==> src/rtl/nv_nvdla_sdp_erdma_ig.sv <==
// ERDMA ingress request generator: walks a 2-D surface in 32-byte atoms and issues
// DMA read requests of up to 8 atoms that never cross a 256-byte boundary, plus one context word per request.
module nv_nvdla_sdp_erdma_ig #(
  parameter int AW      = 64,
  parameter int CQ_PD_W = 16
) (
  input  logic              nvdla_core_clk,
  input  logic              nvdla_core_rst,
  input  logic              op_load,
  input  logic [AW-1:0]     reg2dp_base_addr,
  input  logic [12:0]       reg2dp_width,
  input  logic [12:0]       reg2dp_height,
  input  logic [AW-1:0]     reg2dp_line_stride,
  output logic              dma_rd_req_pvld,
  input  logic              dma_rd_req_prdy,
  output logic [AW+14:0]    dma_rd_req_pd,
  output logic              ig2cq_pvld,
  input  logic              ig2cq_prdy,
  output logic [CQ_PD_W-1:0] ig2cq_pd,
  output logic              op_busy,
  output logic              op_done
);

  // Handshake: a request transfers only when both dma_rd_req_prdy and ig2cq_prdy are high,
  // so each valid depends on the opposite side's ready and both interfaces fire together.
  typedef enum logic {IDLE, REQ} state_t;

  localparam logic [AW-1:0] ALIGN_MASK = ~AW'(31);

  state_t          state, state_nxt;
  logic [AW-1:0]   row_addr, cur_addr, stride_r, next_row;
  logic [12:0]     width_r;
  logic [13:0]     atoms_left;
  logic [12:0]     rows_left;
  logic            done_r;
  logic [3:0]      space, atoms, atoms_m1;
  logic            in_req, eor, eos, fire;

  assign in_req   = (state == REQ);
  assign space    = 4'd8 - {1'b0, cur_addr[7:5]};
  assign atoms    = (atoms_left < {10'd0, space}) ? atoms_left[3:0] : space;
  assign atoms_m1 = atoms - 4'd1;
  assign eor      = (atoms_left == {10'd0, atoms});
  assign eos      = eor && (rows_left == 13'd0);
  assign fire     = in_req && dma_rd_req_prdy && ig2cq_prdy;
  assign next_row = row_addr + stride_r;

  assign dma_rd_req_pvld = in_req && ig2cq_prdy;
  assign ig2cq_pvld      = in_req && dma_rd_req_prdy;
  assign dma_rd_req_pd   = in_req ? {11'd0, atoms_m1, cur_addr} : '0;
  assign op_busy         = in_req;
  assign op_done         = done_r;

  always_comb begin
    ig2cq_pd = '0;
    if (in_req) begin
      ig2cq_pd[2:0] = atoms_m1[2:0];
      ig2cq_pd[3]   = eor;
      ig2cq_pd[4]   = eos;
    end
  end

  always_comb begin
    state_nxt = state;
    case (state)
      IDLE:    if (op_load) state_nxt = REQ;
      REQ:     if (fire && eos) state_nxt = IDLE;
      default: state_nxt = IDLE;
    endcase
  end

  always_ff @(posedge nvdla_core_clk or posedge nvdla_core_rst) begin
    if (nvdla_core_rst) state <= IDLE;
    else                state <= state_nxt;
  end

  always_ff @(posedge nvdla_core_clk or posedge nvdla_core_rst) begin
    if (nvdla_core_rst) begin
      row_addr   <= '0;
      cur_addr   <= '0;
      stride_r   <= '0;
      width_r    <= '0;
      atoms_left <= '0;
      rows_left  <= '0;
      done_r     <= 1'b0;
    end else begin
      done_r <= fire && eos;
      if (state == IDLE && op_load) begin
        row_addr   <= reg2dp_base_addr & ALIGN_MASK;
        cur_addr   <= reg2dp_base_addr & ALIGN_MASK;
        stride_r   <= reg2dp_line_stride & ALIGN_MASK;
        width_r    <= reg2dp_width;
        atoms_left <= {1'b0, reg2dp_width} + 14'd1;
        rows_left  <= reg2dp_height;
      end else if (fire) begin
        if (eor) begin
          // The final row leaves the counters alone; the next load reinitialises them.
          if (!eos) begin
            row_addr   <= next_row;
            cur_addr   <= next_row;
            atoms_left <= {1'b0, width_r} + 14'd1;
            rows_left  <= rows_left - 13'd1;
          end
        end else begin
          cur_addr   <= cur_addr + ({{(AW-4){1'b0}}, atoms} << 5);
          atoms_left <= atoms_left - {10'd0, atoms};
        end
      end
    end
  end

endmodule
==> config.mk <==
export PLATFORM = sky130hd
export DESIGN_NAME = nv_nvdla_sdp_erdma_ig
export DESIGN_NICKNAME = d
export VERILOG_FILES = /design/src/rtl/nv_nvdla_sdp_erdma_ig.sv
export SDC_FILE = /design/constraint.sdc
export NUM_CORES = 1
export LEC_CHECK = 0
export CELL_PAD_IN_SITES_DETAIL_PLACEMENT = 1
export CELL_PAD_IN_SITES_GLOBAL_PLACEMENT = 1
export CORE_MARGIN = 1
export CORE_UTILIZATION = 35
export CTS_CLUSTER_SIZE = 25
export DETAILED_ROUTE_END_ITERATION = 10
export GPL_ROUTABILITY_DRIVEN = 0
export PLACE_DENSITY_LB_ADDON = 0.1
export SLEW_MARGIN = 20
export SYNTH_ARGS = -nofsm -noshare
export SYNTH_HDL_FRONTEND = slang
export SYNTH_SLANG_ARGS = --single-unit
==> constraint.sdc <==
create_clock -name nvdla_core_clk -period 9.7 [get_ports nvdla_core_clk]
set_clock_uncertainty 0.1 [all_clocks]
set_input_delay 0.97 -clock nvdla_core_clk [delete_from_list [all_inputs] [get_ports nvdla_core_clk]]
set_output_delay 0.97 -clock nvdla_core_clk [all_outputs]
set_load 0.01 [all_outputs]
==> key figures <==
CTS
  • CTS tree: done
  • Sink Count: 220
  • Num CTS Buffers: 29
  • Clk root buf: clkbuf_16
  • Htree depth: 1
  • Cts hold-fix bufs: 0
  • Setup repair bufs after CTS: 0
  • Worst-Skew Late Latency: 0.58 ns
  • Max clock buf depth: 3
  • Post-CTS Resized: 0
  • Clk slew on worst S/H paths: 0.06 ns

Floorplanning
  • Die span in y: 215 µm
  • Core Rows: 77
  • Core Region: 44500 µm²
  • I/O pin total: 258
  • Die Width: around 220 µm
  • Starting Density: 35.8%
  • Die ar.: between 40000 and 50000 µm²

Logic synthesis
  • Synth top area share: 34.6%
  • Cell area after synthesis: 15900 µm²
  • Synth top area cells: dfrtp_1 (35%), nand2_1 (9.5%), ha_1 (5.7%), a21oi_1 (5.4%), o21ai_0 (4.1%)
  • Post-synth EDFFs: 0
  • Synthesized area per cell: 7.83 µm²
  • Async SR Flop Fraction: 100%
  • Post-synth top flop: dfrtp_1
  • Syn Inst Count: 2033
  • Synthesis Warnings: 0
  • Synth cell types: 84
  • Largest family of logic cells by synthesized area: simple AND/OR/NAND/NOR gates
  • Register area share after synthesis: between 30% and 40%
  • Synth Area in Simple Gates: 25.1%
  • Count leader, synth: nand2_1
  • Complex-gate fraction of the synthesized area: 22.7%
  • Post-synth top cells: nand2_1 (402), dfrtp_1 (220), nor2_1 (172)
  • Post-synthesis xor/xnor area fraction: slightly below 6%
  • Yosys top cell by area: dfrtp_1
  • Synth Register Bits: 220
  • Multiplexer area fraction after synthesis: 0.566%
  • Area share of fa/ha/maj cells after synthesis: 5.97%

Place
  • IO buf count: approximately 230
  • DP HPWL: between 40000 and 50000 µm

Final layout
  • Area growth, synth to finish: 22.3%
  • Final net count: 2412
  • Filler Cell Count: 5410
  • Layout cells sized above 1: under 10%
  • Sequential cell area: 5510 µm²
  • Util after Layout: 43.8%
  • Multi-input gate area: 9740 µm²

GRT
  • Largest net degree at the start of global routing: 93
  • Congestion Overflow GR: 0
  • Vias in the first global route: around 16000
  • Tot GR Track Use: 26.2%
  • Antenna violations before repair: 1
  • First-pass GRT wire length: approximately 96000 µm

Detailed routing
  • Total number of vias: 15700
  • Drt first pass iters: 5
  • Drt drc: 0
  • Initial DRC Count: 1110
  • Vias per cell: 5.63
  • WL final: around 61000 µm
  • Antenna-violating nets left: 0
  • WL/cell: around 22 µm

Pwr
  • Cell Pwr Density: 183 nW/µm²
  • Leakage: 0.00842 µW
  • Worst vdd ir: 0.129 mV

Timing
  • Minimum clock period: 6.71 ns
  • Final Cycle Share: 69.1%
  • Max-slew headroom: between 20% and 30%
  • Slew Limit Fails: 0
  • Setup_tns: 0 ns
  • Final setup fails: 0
  • Final Hold Fails: 0
  • Tightest Pin Transition: 1.05 ns
  • RSZ-0062 raised after global routing: false
  • Peak Freq: approximately 150 MHz

Critical path
  • Crit-path max cell delay: 0.68 ns
  • Worst flop-to-flop path endpoint: row_addr[56]
  • Critical Path Start Type: flip-flop
  • Arr. time, crit path: 7.03 ns
  • Slowest CP cell: nand2_1
  • Critical path cell sequence: inv_1 -> ha_1 -> inv_1 -> ha_1 -> a21o_1 -> maj3_1 -> a211oi_2 -> nor2_1 -> a21oi_1 -> inv_1 -> ha_1 -> and3_1 -> nor3b_1 -> a31oi_2 -> buf_4 -> nand2_2 -> buf_4 -> nand2_1 -> buf_4 -> o221ai_1 -> a311oi_1
  • Setup slack, reg-to-reg: 2.99 ns
  • Crit path from: cur_addr[6]
  • CP Capture Type: flip-flop
  • Worst r2r src: cur_addr[6]
  • Worst Reg2Reg Path Length in Cells: 21
  • Stages on worst setup path: 21
  • Top delay family on crit path: buffers and inverters
  • Worst path bufs/invs: 6
  • Worst EP required: 10.02 ns
  • Crit Path Max Fanout: 47
  • Setup crit end: row_addr[56]
  • CP Class: reg -> reg

Status
  • Status: complete, no violations

Flow run
  • Max-cap violation count: 0

Hold path
  • Worst min-delay path class: reg -> reg
==> through the flow <==
stage | hold WS [ns] | total power (µW) | area (µm²) | cells | worst slack [ns]
detailed placement | 0.369 | 2440 | 18500 | 2739 | 3.00
global placement | 0.360 | 2410 | 18500 | 2739 | 3.16
finish | 0.377 | 3560 | 19500 | 2793 | 2.99
floorplan | 0.344 | 1960 | 16000 | 2054 | 2.61
CTS | 0.382 | 3590 | 19400 | 2791 | 2.96
global route | 0.403 | 3750 | 19500 | 2793 | 2.57
==> tightest hold or removal path, cell delays in order (launching register included) <==
cell,delay [ns]
dfrtp_1,0.34
nand2_1,0.05
nand2_1,0.05
==> per-layer routing <==
metal	routed length, µm	part of all wire, %	up-vias	global-route usage [%]
li1	-	-	7448	-
met1	28900	47	7794	37.3
met2	27200	45	389	41.3
met3	3180	5.2	97	3.45
met4	1770	2.9	0	7.66
met5	0	0	-	0
==> cell usage in the layout (no fill, tap or decap), types with 12 or more instances in the layout <==
cell type	n
nand2_1	399
clkdlybuf4s50_1	225
dfrtp_1	219
a21oi_1	171
nor2_1	169
o21ai_0	129
and2_1	74
ha_1	72
xnor2_1	67
nand3_1	63
xor2_1	40
a31oi_1	37
o22ai_1	35
a21o_1	34
nor3_1	33
inv_1	31
and3_1	31
nand4_1	29
clkbuf_16	29
o211ai_1	23
conb_1	22
a211oi_1	21
nor4_1	15
buf_4	15
o21a_1	14
a22oi_1	12
==> layout make-up <==
class / count / area share (%)
multi-input combinational: 1655 / 50.0
clock inverter: 9 / 0.630
inverter: 32 / 0.655
tap: 592 / 3.80
antenna: 1 / 0.0128
sequential: 220 / 28.3
timing repair buffer: 241 / 12.3
clock buffer: 43 / 4.36
==> state kept, by name, indices dropped and copies added, names as in the netlist <==
name and flops:
op_done 1, rows_left 13, cur_addr 60, op_busy 1, width_r 13, stride_r 59, row_addr 59, atoms_left 14
==> cells by family after synthesis <==
logic type | count (synthesis)
AOI/OAI and AO/OA | 573
xor gates and xnor gates | 107
adders and majority gates | 75
buffers and inverters | 179
DFF | 220
muxes | 9
other | 1
and+or+nand+nor | 869
==> report_power, final <==
part | switching, µW | internal [µW] | leakage, µW | total (µW)
Clock | 442 | 678 | 0.000478 | 1120
Combinational | 726 | 564 | 0.00514 | 1290
Sequential | 123 | 1030 | 0.00280 | 1150
Total | 1290 | 2270 | 0.00842 | 3560
==> worst min-delay path by stage <==
stage / from / cells after the start / slack (ns) / endpoint
floorplan: cur_addr[3] / 1 / 0.34 / cur_addr[3]
global placement: cur_addr[3] / 1 / 0.36 / cur_addr[3]
detailed placement: stride_r[55] / 2 / 0.37 / stride_r[55]
CTS: stride_r[55] / 2 / 0.38 / stride_r[55]
global route: stride_r[22] / 2 / 0.40 / stride_r[22]
finish: stride_r[55] / 2 / 0.38 / stride_r[55]
Note: power is estimated with default switching activity, not from simulation.
